--- config.mk ---
export PLATFORM = sky130hd
export DESIGN_NAME = prbs_check_ctrl
export DESIGN_NICKNAME = d
export VERILOG_FILES = /design/src/rtl/prbs_pkg.sv /design/src/rtl/lfsr.sv /design/src/rtl/prbs_check_ctrl.sv
export SDC_FILE = /design/constraint.sdc
export NUM_CORES = 1
export LEC_CHECK = 0
export ABC_AREA = 1
export CAP_MARGIN = 25
export CELL_PAD_IN_SITES_DETAIL_PLACEMENT = 1
export CELL_PAD_IN_SITES_GLOBAL_PLACEMENT = 2
export CORE_MARGIN = 8
export CORE_UTILIZATION = 27
export CTS_CLUSTER_DIAMETER = 60
export DETAILED_ROUTE_END_ITERATION = 7
export HOLD_SLACK_MARGIN = 0.08
export PLACE_DENSITY_LB_ADDON = 0.1
export SLEW_MARGIN = 20
export SYNTH_ARGS = -nofsm -noshare
export SYNTH_HDL_FRONTEND = slang
export SYNTH_SLANG_ARGS = --single-unit
--- constraint.sdc ---
create_clock -name clk -period 3.98 [get_ports clk]
set_input_delay 0.597 -clock clk [delete_from_list [all_inputs] [get_ports clk]]
set_output_delay 0.597 -clock clk [all_outputs]
set_load 0.1 [all_outputs]
--- src/rtl/prbs_pkg.sv ---
// Shared definitions for the PRBS receive checker: lock FSM states,
// default PRBS31 constants and a popcount helper for error accounting.
package prbs_pkg;

  // Lock state machine states
  typedef enum logic [1:0] {
    ST_IDLE   = 2'd0,
    ST_FILL   = 2'd1,
    ST_SYNC   = 2'd2,
    ST_LOCKED = 2'd3
  } check_state_t;

  // PRBS31: x^31 + x^28 + 1
  localparam int                PRBS31_WIDTH = 31;
  localparam logic [30:0]       PRBS31_POLY  = 31'h10000001;

  // popcount operates on a fixed-width vector; narrower callers zero-extend
  localparam int POPCOUNT_IN_WIDTH  = 64;
  localparam int POPCOUNT_OUT_WIDTH = 7;

  function automatic logic [POPCOUNT_OUT_WIDTH-1:0] popcount(
    input logic [POPCOUNT_IN_WIDTH-1:0] bits
  );
    logic [POPCOUNT_OUT_WIDTH-1:0] total;
    total = '0;
    for (int i = 0; i < POPCOUNT_IN_WIDTH; i++) begin
      total = total + {{(POPCOUNT_OUT_WIDTH-1){1'b0}}, bits[i]};
    end
    return total;
  endfunction

endpackage

--- src/rtl/lfsr.sv ---
// Combinational LFSR core: advances state_in by DATA_WIDTH shifts, mixing
// in data_in (MSB first). data_out carries the shifted-out feedback bits,
// earliest in the MSB; state_out is the advanced state.
module lfsr #(
  parameter int                    LFSR_WIDTH  = 31,
  parameter logic [LFSR_WIDTH-1:0] LFSR_POLY   = 31'h10000001,
  parameter string                 LFSR_CONFIG = "FIBONACCI",
  parameter bit                    REVERSE     = 1'b0,
  parameter int                    DATA_WIDTH  = 8,
  parameter string                 STYLE       = "AUTO"
) (
  input  logic [DATA_WIDTH-1:0] data_in,
  input  logic [LFSR_WIDTH-1:0] state_in,
  output logic [DATA_WIDTH-1:0] data_out,
  output logic [LFSR_WIDTH-1:0] state_out
);

  localparam int TOTAL         = LFSR_WIDTH + DATA_WIDTH;
  localparam bit IS_GALOIS     = (LFSR_CONFIG == "GALOIS");
  localparam bit USE_REDUCTION = (STYLE == "REDUCTION");

  function automatic logic [LFSR_WIDTH-1:0] rev_state(input logic [LFSR_WIDTH-1:0] v);
    logic [LFSR_WIDTH-1:0] r;
    for (int i = 0; i < LFSR_WIDTH; i++) r[i] = v[LFSR_WIDTH-1-i];
    return r;
  endfunction

  function automatic logic [DATA_WIDTH-1:0] rev_data(input logic [DATA_WIDTH-1:0] v);
    logic [DATA_WIDTH-1:0] r;
    for (int i = 0; i < DATA_WIDTH; i++) r[i] = v[DATA_WIDTH-1-i];
    return r;
  endfunction

  // Bit-serial reference of one word step; vec = {state, data}, result = {state, data}
  function automatic logic [TOTAL-1:0] advance(input logic [TOTAL-1:0] vec);
    logic [LFSR_WIDTH-1:0] st;
    logic [DATA_WIDTH-1:0] din;
    logic [DATA_WIDTH-1:0] dout;
    logic                  fb;
    st   = vec[TOTAL-1:DATA_WIDTH];
    din  = vec[DATA_WIDTH-1:0];
    dout = '0;
    if (REVERSE) begin
      st  = rev_state(st);
      din = rev_data(din);
    end
    for (int i = DATA_WIDTH-1; i >= 0; i--) begin
      fb = st[LFSR_WIDTH-1] ^ din[i];
      if (IS_GALOIS) begin
        st = {st[LFSR_WIDTH-2:0], 1'b0};
        if (fb) st = st ^ LFSR_POLY;
      end else begin
        for (int j = 1; j < LFSR_WIDTH; j++) begin
          if (LFSR_POLY[j]) fb = fb ^ st[j-1];
        end
        st = {st[LFSR_WIDTH-2:0], fb};
      end
      dout[i] = fb;
    end
    if (REVERSE) begin
      st   = rev_state(st);
      dout = rev_data(dout);
    end
    return {st, dout};
  endfunction

  // The step is linear over GF(2): output bit k is the XOR of the inputs
  // whose unit vector sets bit k, which gives a constant mask per output
  function automatic logic [TOTAL-1:0] out_mask(input int k);
    logic [TOTAL-1:0] m;
    logic [TOTAL-1:0] r;
    m = '0;
    for (int i = 0; i < TOTAL; i++) begin
      r    = advance(TOTAL'(1) << i);
      m[i] = r[k];
    end
    return m;
  endfunction

  logic [TOTAL-1:0] in_vec;
  logic [TOTAL-1:0] out_vec;

  assign in_vec                = {state_in, data_in};
  assign {state_out, data_out} = out_vec;

  if (USE_REDUCTION) begin : g_reduction
    for (genvar k = 0; k < TOTAL; k++) begin : g_bit
      localparam logic [TOTAL-1:0] MASK = out_mask(k);
      assign out_vec[k] = ^(in_vec & MASK);
    end
  end else begin : g_loop
    // Unrolled shift loop evaluated every cycle
    always_comb begin
      out_vec = advance(in_vec);
    end
  end

endmodule

--- src/rtl/prbs_check_ctrl.sv ---
// PRBS receive-side checker: self-synchronises a seed from the incoming
// stream, predicts each next word with the lfsr core, runs the lock FSM
// and keeps saturating bit-error and word counters while locked.
module prbs_check_ctrl
  import prbs_pkg::*;
#(
  parameter int                    LFSR_WIDTH   = PRBS31_WIDTH,
  parameter logic [LFSR_WIDTH-1:0] LFSR_POLY    = PRBS31_POLY,
  parameter int                    DATA_WIDTH   = 8,
  parameter int                    LOCK_COUNT   = 16,
  parameter int                    UNLOCK_COUNT = 4,
  parameter int                    CNT_WIDTH    = 32
) (
  input  logic                  clk,
  input  logic                  rst,
  input  logic                  enable,
  input  logic                  clear,
  input  logic [DATA_WIDTH-1:0] data_in,
  input  logic                  data_valid,
  output logic                  locked,
  output logic                  error,
  output logic [DATA_WIDTH-1:0] error_bits,
  output logic [CNT_WIDTH-1:0]  error_count,
  output logic [CNT_WIDTH-1:0]  word_count
);

  // Words needed to fill every seed bit from the received stream
  localparam int FILL_WORDS = (LFSR_WIDTH + DATA_WIDTH - 1) / DATA_WIDTH;
  localparam int FILL_W     = $clog2(FILL_WORDS + 1);
  localparam int CLEAN_W    = $clog2(LOCK_COUNT + 1);
  localparam int BAD_W      = $clog2(UNLOCK_COUNT + 1);

  localparam logic [FILL_W-1:0]  FILL_LAST  = FILL_W'(FILL_WORDS - 1);
  localparam logic [CLEAN_W-1:0] CLEAN_LAST = CLEAN_W'(LOCK_COUNT - 1);
  localparam logic [BAD_W-1:0]   BAD_LAST   = BAD_W'(UNLOCK_COUNT - 1);

  check_state_t state;

  logic [LFSR_WIDTH-1:0]         seed;
  logic [LFSR_WIDTH-1:0]         seed_free;
  logic [LFSR_WIDTH-1:0]         seed_load;
  logic [DATA_WIDTH-1:0]         predicted;
  logic [DATA_WIDTH-1:0]         mismatch;
  logic [POPCOUNT_OUT_WIDTH-1:0] bit_errors;

  logic [FILL_W-1:0]  fill_cnt;
  logic [CLEAN_W-1:0] clean_cnt;
  logic [BAD_W-1:0]   bad_cnt;

  logic [CNT_WIDTH-1:0] err_base;
  logic [CNT_WIDTH-1:0] word_base;
  logic [CNT_WIDTH:0]   err_sum;
  logic [CNT_WIDTH-1:0] err_next;
  logic [CNT_WIDTH-1:0] word_next;

  // Predictor: with zero data the core free-runs from the seed
  lfsr #(
    .LFSR_WIDTH (LFSR_WIDTH),
    .LFSR_POLY  (LFSR_POLY),
    .LFSR_CONFIG("FIBONACCI"),
    .REVERSE    (1'b0),
    .DATA_WIDTH (DATA_WIDTH),
    .STYLE      ("AUTO")
  ) u_predictor (
    .data_in  ('0),
    .state_in (seed),
    .data_out (predicted),
    .state_out(seed_free)
  );

  assign seed_load  = {seed[LFSR_WIDTH-1-DATA_WIDTH:0], data_in};
  assign mismatch   = data_in ^ predicted;
  assign bit_errors = popcount({{(POPCOUNT_IN_WIDTH-DATA_WIDTH){1'b0}}, mismatch});

  // Saturating counter updates; a coincident clear restarts from zero
  always_comb begin
    err_base  = clear ? '0 : error_count;
    word_base = clear ? '0 : word_count;
    err_sum   = {1'b0, err_base}
              + {{(CNT_WIDTH+1-POPCOUNT_OUT_WIDTH){1'b0}}, bit_errors};
    err_next  = err_sum[CNT_WIDTH] ? '1 : err_sum[CNT_WIDTH-1:0];
    word_next = (&word_base) ? word_base : word_base + CNT_WIDTH'(1);
  end

  // Lock FSM, seed register, run-length counters and registered outputs
  always_ff @(posedge clk) begin
    if (rst) begin
      state       <= ST_IDLE;
      seed        <= '0;
      fill_cnt    <= '0;
      clean_cnt   <= '0;
      bad_cnt     <= '0;
      locked      <= 1'b0;
      error       <= 1'b0;
      error_bits  <= '0;
      error_count <= '0;
      word_count  <= '0;
    end else begin
      error <= 1'b0;
      if (clear) begin
        error_count <= '0;
        word_count  <= '0;
      end
      if (!enable) begin
        state     <= ST_IDLE;
        locked    <= 1'b0;
        seed      <= '0;
        fill_cnt  <= '0;
        clean_cnt <= '0;
        bad_cnt   <= '0;
      end else begin
        unique case (state)
          ST_IDLE: begin
            state    <= ST_FILL;
            seed     <= '0;
            fill_cnt <= '0;
          end
          ST_FILL: begin
            if (data_valid) begin
              seed <= seed_load;
              if (fill_cnt == FILL_LAST) begin
                fill_cnt  <= '0;
                clean_cnt <= '0;
                state     <= ST_SYNC;
              end else begin
                fill_cnt <= fill_cnt + FILL_W'(1);
              end
            end
          end
          ST_SYNC: begin
            if (data_valid) begin
              seed <= seed_load;
              if (mismatch == '0) begin
                if (clean_cnt == CLEAN_LAST) begin
                  clean_cnt <= '0;
                  bad_cnt   <= '0;
                  locked    <= 1'b1;
                  state     <= ST_LOCKED;
                end else begin
                  clean_cnt <= clean_cnt + CLEAN_W'(1);
                end
              end else begin
                clean_cnt <= '0;
              end
            end
          end
          ST_LOCKED: begin
            if (data_valid) begin
              seed        <= seed_free;
              error_bits  <= mismatch;
              error       <= |mismatch;
              error_count <= err_next;
              word_count  <= word_next;
              if (|mismatch) begin
                if (bad_cnt == BAD_LAST) begin
                  bad_cnt   <= '0;
                  clean_cnt <= '0;
                  locked    <= 1'b0;
                  state     <= ST_SYNC;
                end else begin
                  bad_cnt <= bad_cnt + BAD_W'(1);
                end
              end else begin
                bad_cnt <= '0;
              end
            end
          end
          default: state <= ST_IDLE;
        endcase
      end
    end
  end

endmodule

==> results of run 1 <==
==> state kept, by name (all words and copies together), names as in the netlist <==
name,cells
fill_cnt,3
clean_cnt,5
bad_cnt,3
seed,31
state,2
locked,1
error,1
error_bits,8
word_count,32
error_count,32
==> power groups by stage <==
| stage | Combinational [mW] | Sequential (mW) | Clock [mW] |
|---|---|---|---|
| 3_5_place_dp | 0.262 | 1.22 | 0 |
| 4_1_cts | 0.265 | 1.19 | 1.78 |
| 3_3_place_gp | 0.263 | 1.22 | 0 |
| 2_1_floorplan | 0.157 | 1.22 | 0 |
| 6_report | 0.260 | 1.19 | 1.72 |
| 5_1_grt | 0.290 | 1.19 | 1.83 |
==> worst reg2reg max path: stages, from the launching register on <==
cell and delay, ns:
dfxtp_2 0.33, xnor2_1 0.15, buf_4 0.15, xor2_2 0.13, inv_2 0.07, fa_1 0.56, fa_1 0.43, fa_1 0.47
fa_2 0.35, inv_2 0.08, fa_2 0.21, nand2_2 0.05, nand2_2 0.07, o21ai_2 0.07, nor2_4 0.24, nand3_2 0.12
or2_4 0.27, buf_8 0.15, nand3_2 0.06, nand2_1 0.05, inv_1 0.07
==> cell families (layout without fill, tap and decap cells) <==
| group | Yosys count | count (layout) | share of synthesized area |
|---|---|---|---|
| AOI/OAI and AO/OA | 122 | 122 | 0.0927 |
| buffers and inverters | 203 | 338 | 0.120 |
| DFF | 118 | 118 | 0.335 |
| xor gates and xnor gates | 15 | 15 | 0.0186 |
| and+or+nand+nor | 622 | 622 | 0.391 |
| adders and majority gates | 21 | 21 | 0.0426 |
==> worst paths after layout <==
check,from,endpoint,slack (ns),cells after the start
worst max-delay path,data_in[1],error_count[28],-0.20,18
worst min-delay path,bad_cnt[2],bad_cnt[2],0.46,2
worst max register to register,seed[23],error_count[28],-0.15,20
worst min register to register,bad_cnt[2],bad_cnt[2],0.46,2
==> layer usage <==
layer | share of wire | wire length (um) | vias to the layer above | global-route usage
met5 | 0 | 0 | - | 0
met2 | 0.48 | 11900 | 90 | 0.276
met4 | 0.016 | 396 | 0 | 0.0483
met3 | 0.033 | 814 | 28 | 0.0340
met1 | 0.47 | 11700 | 3367 | 0.201
li1 | - | - | 3728 | -
==> timing repair <==
item / CTS / global route
gates resized for setup: 34 / 16
pin swaps: 17 / 1
buffers inserted: 3 / 0
setup endpoints to repair: 32 / 32
==> cell usage in the layout (no fill, tap or decap), types with 3 or more instances in the layout <==
master           count
a21oi_1             56
a21oi_2              5
a31oi_1              4
buf_4               48
buf_6                5
bufinv_16            4
clkbuf_16           17
clkdlybuf4s50_1     84
clkinv_4             4
dfxtp_1            117
fa_1                 3
ha_1                16
inv_1              154
inv_2                9
inv_6                6
nand2_1            272
nand2_2             15
nand3_1             88
nand3_2             18
nand4_1             21
nor2_1             147
nor2_2              14
nor2_4               6
nor3_1              19
nor3_2               4
o211ai_1             5
o21ai_0             40
o21ai_2              3
o22ai_1              3
xnor2_1              3
xor2_1               9
xor2_2               3
==> area by class of cell <==
class,instances,share of cell area
multi-input combinational,780,0.430
sequential,118,0.252
timing repair buffer,140,0.137
inverter,166,0.0679
clock buffer,17,0.0453
tap,335,0.0447
clock inverter,15,0.0229
==> stage by stage <==
step,util,instances,hold WS [ns],instance area (sq um)
floorplan,-,1101,0.429,7100
global placement,0.331,1536,0.447,8550
detailed placement,0.331,1536,0.447,8550
CTS,0.361,1571,0.459,9320
global route,0.363,1571,0.489,9390
finish,0.363,1571,0.460,9390
==> impl_metrics.csv, run 1 <==
group,metric,value,unit
run_status,status,"finished, violations left",
run_status,violations,"setup timing",
synthesis,synth_top_area_frac,0.335,
synthesis,synth_nets,1135,
power,clkPwrFrac,0.543,
cts,ctsRootBufferMaster,"clkbuf_16",
place,hpwlAfterDp,18200,um
grt,groute.usage.overall,0.162,
setup_path,crit_buf_inv,4,
route,finalWirelength,24800,um
route,first_pass_iters,4,
power,p_sw,0.841,mW
timing,maxSlewViolCount,0,
flow_run,cap_violations,0,
floorplan,die_w,178,um
synthesis,yosysMostFrequentCell,"nand2_1",
cts,cts.sink_count,118,
setup_path,critPathMaxFanout,8,
setup_path,critPathSlowestCell,"clkdlybuf4s50_1",
cts,numCtsBuffers,17,
power,power_frac_comb,0.082,
power,p_seq_frac,0.375,
grt,grt_pass1_wl,40300,um
timing,setup_violations,32,
synthesis,synth_edf_count,0,
setup_path,critPathKind,"in -> reg",
synthesis,synth_ff_type,"dfxtp_1",
grt,grt_antenna_before_repair,0,
setup_path,cp_common_cell,"fa_1",
timing,grt_setup_unrepaired,"true",
floorplan,initial_core_util,0.273,
route,drtIter0Drc,257,
power,switching_share,0.265,
cells_and_area,n_antenna_cell,0,
route,routedWlPerCell,15.8,um
floorplan,io_pins,87,
timing,hold_viol_final,0,
grt,grt_overflow,0,
setup_path,worstSetupStartpointType,"input pin",
synthesis,synthTopCellsByCount,"nand2_1, inv_1, nor2_1",
setup_path,required,4.35,ns
timing,setup_tns,-5.15,ns
power,powerDensity,338,mW/mm^2
cts,cts_hold_buf,0,
timing,clock_skew,0.0119,ns
synthesis,syn_inst,1101,
power,p_leak,3.97,nW
cts,clk_path_buf_depth,2,
synthesis,synth_largest_area_cell,"dfxtp_1",
cts,cts_max_level,4,
cells_and_area,regArea,0.00236,sq mm
place,placement.setup.worst_slack,-0.963,ns
cts,clk_latency,0.43,ns
power,internal_power,2.33,mW
cells_and_area,nets,1257,
cells_and_area,multi_input_area,0.00404,sq mm
floorplan,die_area,0.0315,sq mm
synthesis,syn_avg_cell_area,6.40,sq um
cells_and_area,area_growth,33.2,%
place,gp_congestion,0.770,
cells_and_area,layout-drive-gt1-share,0.145,
synthesis,yosys.cell_types.count,44,
setup_path,cp_top_family,"adder cells",
min_path,hold_path.class,"reg -> reg",
cells_and_area,fillers,3311,
route,ant_nets,0,
cts,clk_pin_slew_worst_paths,0.07,ns
timing,period_needed,4.18,ns
setup_path,slowest_delay,0.55,ns
place,placement.io_buffers,86,
synthesis,synth_warnings,0,
route,drc,0,
floorplan,core,0.0258,sq mm
cts,cts_tree,"yes",
synthesis,ys_ff_latch,118,
route,vias,7213,
setup_path,crit_chain,"clkdlybuf4s50_1, xor2_2, fa_1, fa_1, fa_1, fa_2, inv_2, fa_2, nand2_2, nand2_2, o21ai_2, nor2_4, nand3_2, or2_4, buf_8, nand3_2, nand2_1, inv_1",
setup_path,cp-end-kind,"flop",
timing,post-route-period-util,1.05,
synthesis,seq_area_frac_synth,0.335,
timing,relSlewSlack,0.341,
floorplan,num_rows,59,
synthesis,synth-async-reset-ratio,0,
power,ir_drop,237,uV
synthesis,netlist_area,0.00705,sq mm
floorplan,die_h,178,um
timing,worst_slack,-0.199,ns
timing,max_freq,239,MHz
grt,grt_pass1_vias,7599,
grt,grt_max_degree,55,
setup_path,worstPathArrival,4.55,ns
route,viasPerCell,4.59,
power,power,3.17,mW
synthesis,synthTopCellsByArea,"dfxtp_1, nand2_1, inv_1",
timing,max_slew.worst_pin.slew,0.985,ns
Power figures use the tool's default switching activity.
==> run 2, diff against run 1 <==
Settings changed: PLACE_DENSITY set to 0.81, PLACE_DENSITY_LB_ADDON 0.1 to unset.
==> run 2 against run 1 <==
  * The run still ends with setup timing left
  * Total power shrank 1.1%
  * First-iteration DRC count grew 13%
  * Final cell count shrank 0.13%
  * Maximum frequency grew 3.0%
  * Utilization grew 0.14 points
  * Largest power group unchanged
  * Die area is the same
  * Sequential share of layout area is essentially flat
  * Register-to-register slack gained 0.07 ns
  * Setup slack gained 0.12 ns
  * Clock skew shrank 0.0035 ns
  * Largest cell class unchanged
  * Flip-flop and latch count is the same
==> impl_metrics.csv, run 2 (same netlist as run 1, synthesis figures left out) <==
group,metric,value,unit
cells_and_area,final_core_util,0.365,
cells_and_area,layoutNonFillerInstCount,1569,
route,viasPerCell,4.68,
grt,grt_overflow,0,
route,first_pass_iters,4,
min_path,hold_start,"fill_cnt[2]",
floorplan,initial_core_util,0.273,
timing,hold_ws,0.456,ns
setup_path,critPathKind,"reg -> reg",
grt,grt_max_degree,55,
cells_and_area,final_cell_mix,"nand2_1, inv_1, nor2_1",
timing,grt_setup_unrepaired,"true",
power,p_leak,3.97,nW
cts,cts_hold_buf,0,
setup_path,worstPathArrival,4.43,ns
timing,relSlewSlack,0.333,
floorplan,die_w,178,um
place,hpwlAfterDp,17500,um
place,gp_congestion,0.807,
cts,numCtsBuffers,17,
cts,clk_latency,0.43,ns
cts,ctsRootBufferMaster,"clkbuf_16",
route,drtIter0Drc,291,
timing,worst_slack,-0.0787,ns
flow_run,cap_violations,0,
setup_path,critPathMaxFanout,8,
timing,setup_violations,26,
cts,clk_path_buf_depth,2,
power,powerDensity,333,mW/mm^2
min_path,hold_path.class,"reg -> reg",
cells_and_area,layout-drive-gt1-share,0.152,
timing,maxSlewViolCount,0,
floorplan,num_rows,59,
run_status,status,"finished, violations left",
timing,post-route-period-util,1.02,
route,ant_nets,0,
setup_path,cp-end-kind,"flop",
timing,hold_viol_final,0,
cts,clk_pin_slew_worst_paths,0.06,ns
route,drc,0,
cells_and_area,design_area,0.00942,sq mm
cells_and_area,area_growth,33.7,%
route,finalWirelength,24200,um
setup_path,critPathSlowestCell,"fa_1",
cts,cts.sink_count,118,
floorplan,die_h,178,um
timing,period_needed,4.06,ns
setup_path,required,4.35,ns
grt,grt_pass1_vias,7479,
floorplan,die_area,0.0315,sq mm
setup_path,crit_chain,"buf_6, inv_2, nand2_2, nand2_2, nand2_2, nand2_4, fa_1, fa_1, fa_1, fa_2, inv_2, fa_2, nand2_2, nand2_2, o21ai_4, nor2_4, nand3_2, or2_4, buf_8, nand3_2, nand2_1, inv_1",
timing,max_slew.worst_pin.slew,0.997,ns
cells_and_area,nets,1255,
grt,groute.usage.overall,0.155,
floorplan,io_pins,87,
cts,cts_max_level,4,
timing,max_freq,246,MHz
cells_and_area,top_regs,"error_count x32, word_count x32, seed x31",
grt,grt_pass1_wl,39200,um
route,vias,7336,
setup_path,slowest_delay,0.54,ns
cells_and_area,n_antenna_cell,0,
cts,cts_tree,"yes",
grt,grt_antenna_before_repair,0,
place,placed_cells,1532,
place,placement.setup.worst_slack,-0.968,ns
power,ir_drop,199,uV
timing,clock_skew,0.00835,ns
cells_and_area,layout_commonest_cell,"nand2_1",
place,placed_area,0.00852,sq mm
floorplan,core,0.0258,sq mm
setup_path,timing.rr.start,"seed[23]",
route,routedWlPerCell,15.4,um
setup_path,cp_common_cell,"nand2_2",
setup_path,cp-startpoint,"seed[23]",
run_status,violations,"setup timing",
place,placement.io_buffers,86,
setup_path,worstSetupStartpointType,"flop",
==> run 2: cell count changes in the layout (fill, tap and decap cells not counted), sizes merged <==
cell,previous run,this run
buf,54,52
clkinv,6,7
clkdlybuf4s50,84,83
dlygate4sd2,2,3
inv,170,166
clkinvlp,1,4
==> run 2: final timing paths <==
path	to	slack (ns)	depth (start not counted)
setup / recovery	error_count[14]	-0.08	22
hold / removal	fill_cnt[2]	0.46	2
hold reg to reg	fill_cnt[2]	0.46	2
setup reg to reg	error_count[14]	-0.08	22
==> run 2: layout make-up <==
cell class                      count  area [sq um]
Clock buffer                       17           425
Clock inverter                     15           204
Fill cell                        3292         16400
Inverter                          166           637
Multi-Input combinational cell    780          4080
Sequential cell                   118          2370
Tap cell                          335           419
Timing Repair Buffer              138          1280
==> run 2: metal layers <==
metal | routed length [um] | part of all wire | track usage | vias to the layer above
li1 | - | - | - | 3719
met1 | 11500 | 0.47 | 0.197 | 3493
met2 | 11600 | 0.48 | 0.264 | 97
met3 | 825 | 0.034 | 0.0311 | 27
met4 | 316 | 0.013 | 0.0427 | 0
met5 | 0 | 0 | 0 | -
==> run 2: critical path: cells and delay by family (launching register included) <==
kind	cells	cell delay (ns)
AO/OA/AOI/OAI	1	0.08
adder cells (fa/ha/maj)	5	2.01
flip-flops	1	0.39
buffers and inverters	5	0.43
AND/OR/NAND/NOR	11	1.09
==> run 2: what timing repair did <==
action / in CTS / in global routing
setup buffers: 4 / 1
resized for setup: 34 / 31
pin swaps: 14 / 7
endpoints found under the setup margin: 32 / 32
==> run 2: power breakdown <==
part	total, mW	internal (mW)	switching, mW	leakage (nW)
clock	1.69	1.05	0.639	0.296
combinational	0.258	0.0796	0.179	2.72
sequential	1.19	1.19	0.00465	0.952
==> run 2: stage by stage <==
stage	power [mW]	TNS [ns]
after floorplan	1.38	-0.776
after global placement	1.47	-27.97
after detailed placement	1.48	-29.13
after CTS	3.18	-3.17
after global routing	3.26	-8.02
final	3.14	-1.19
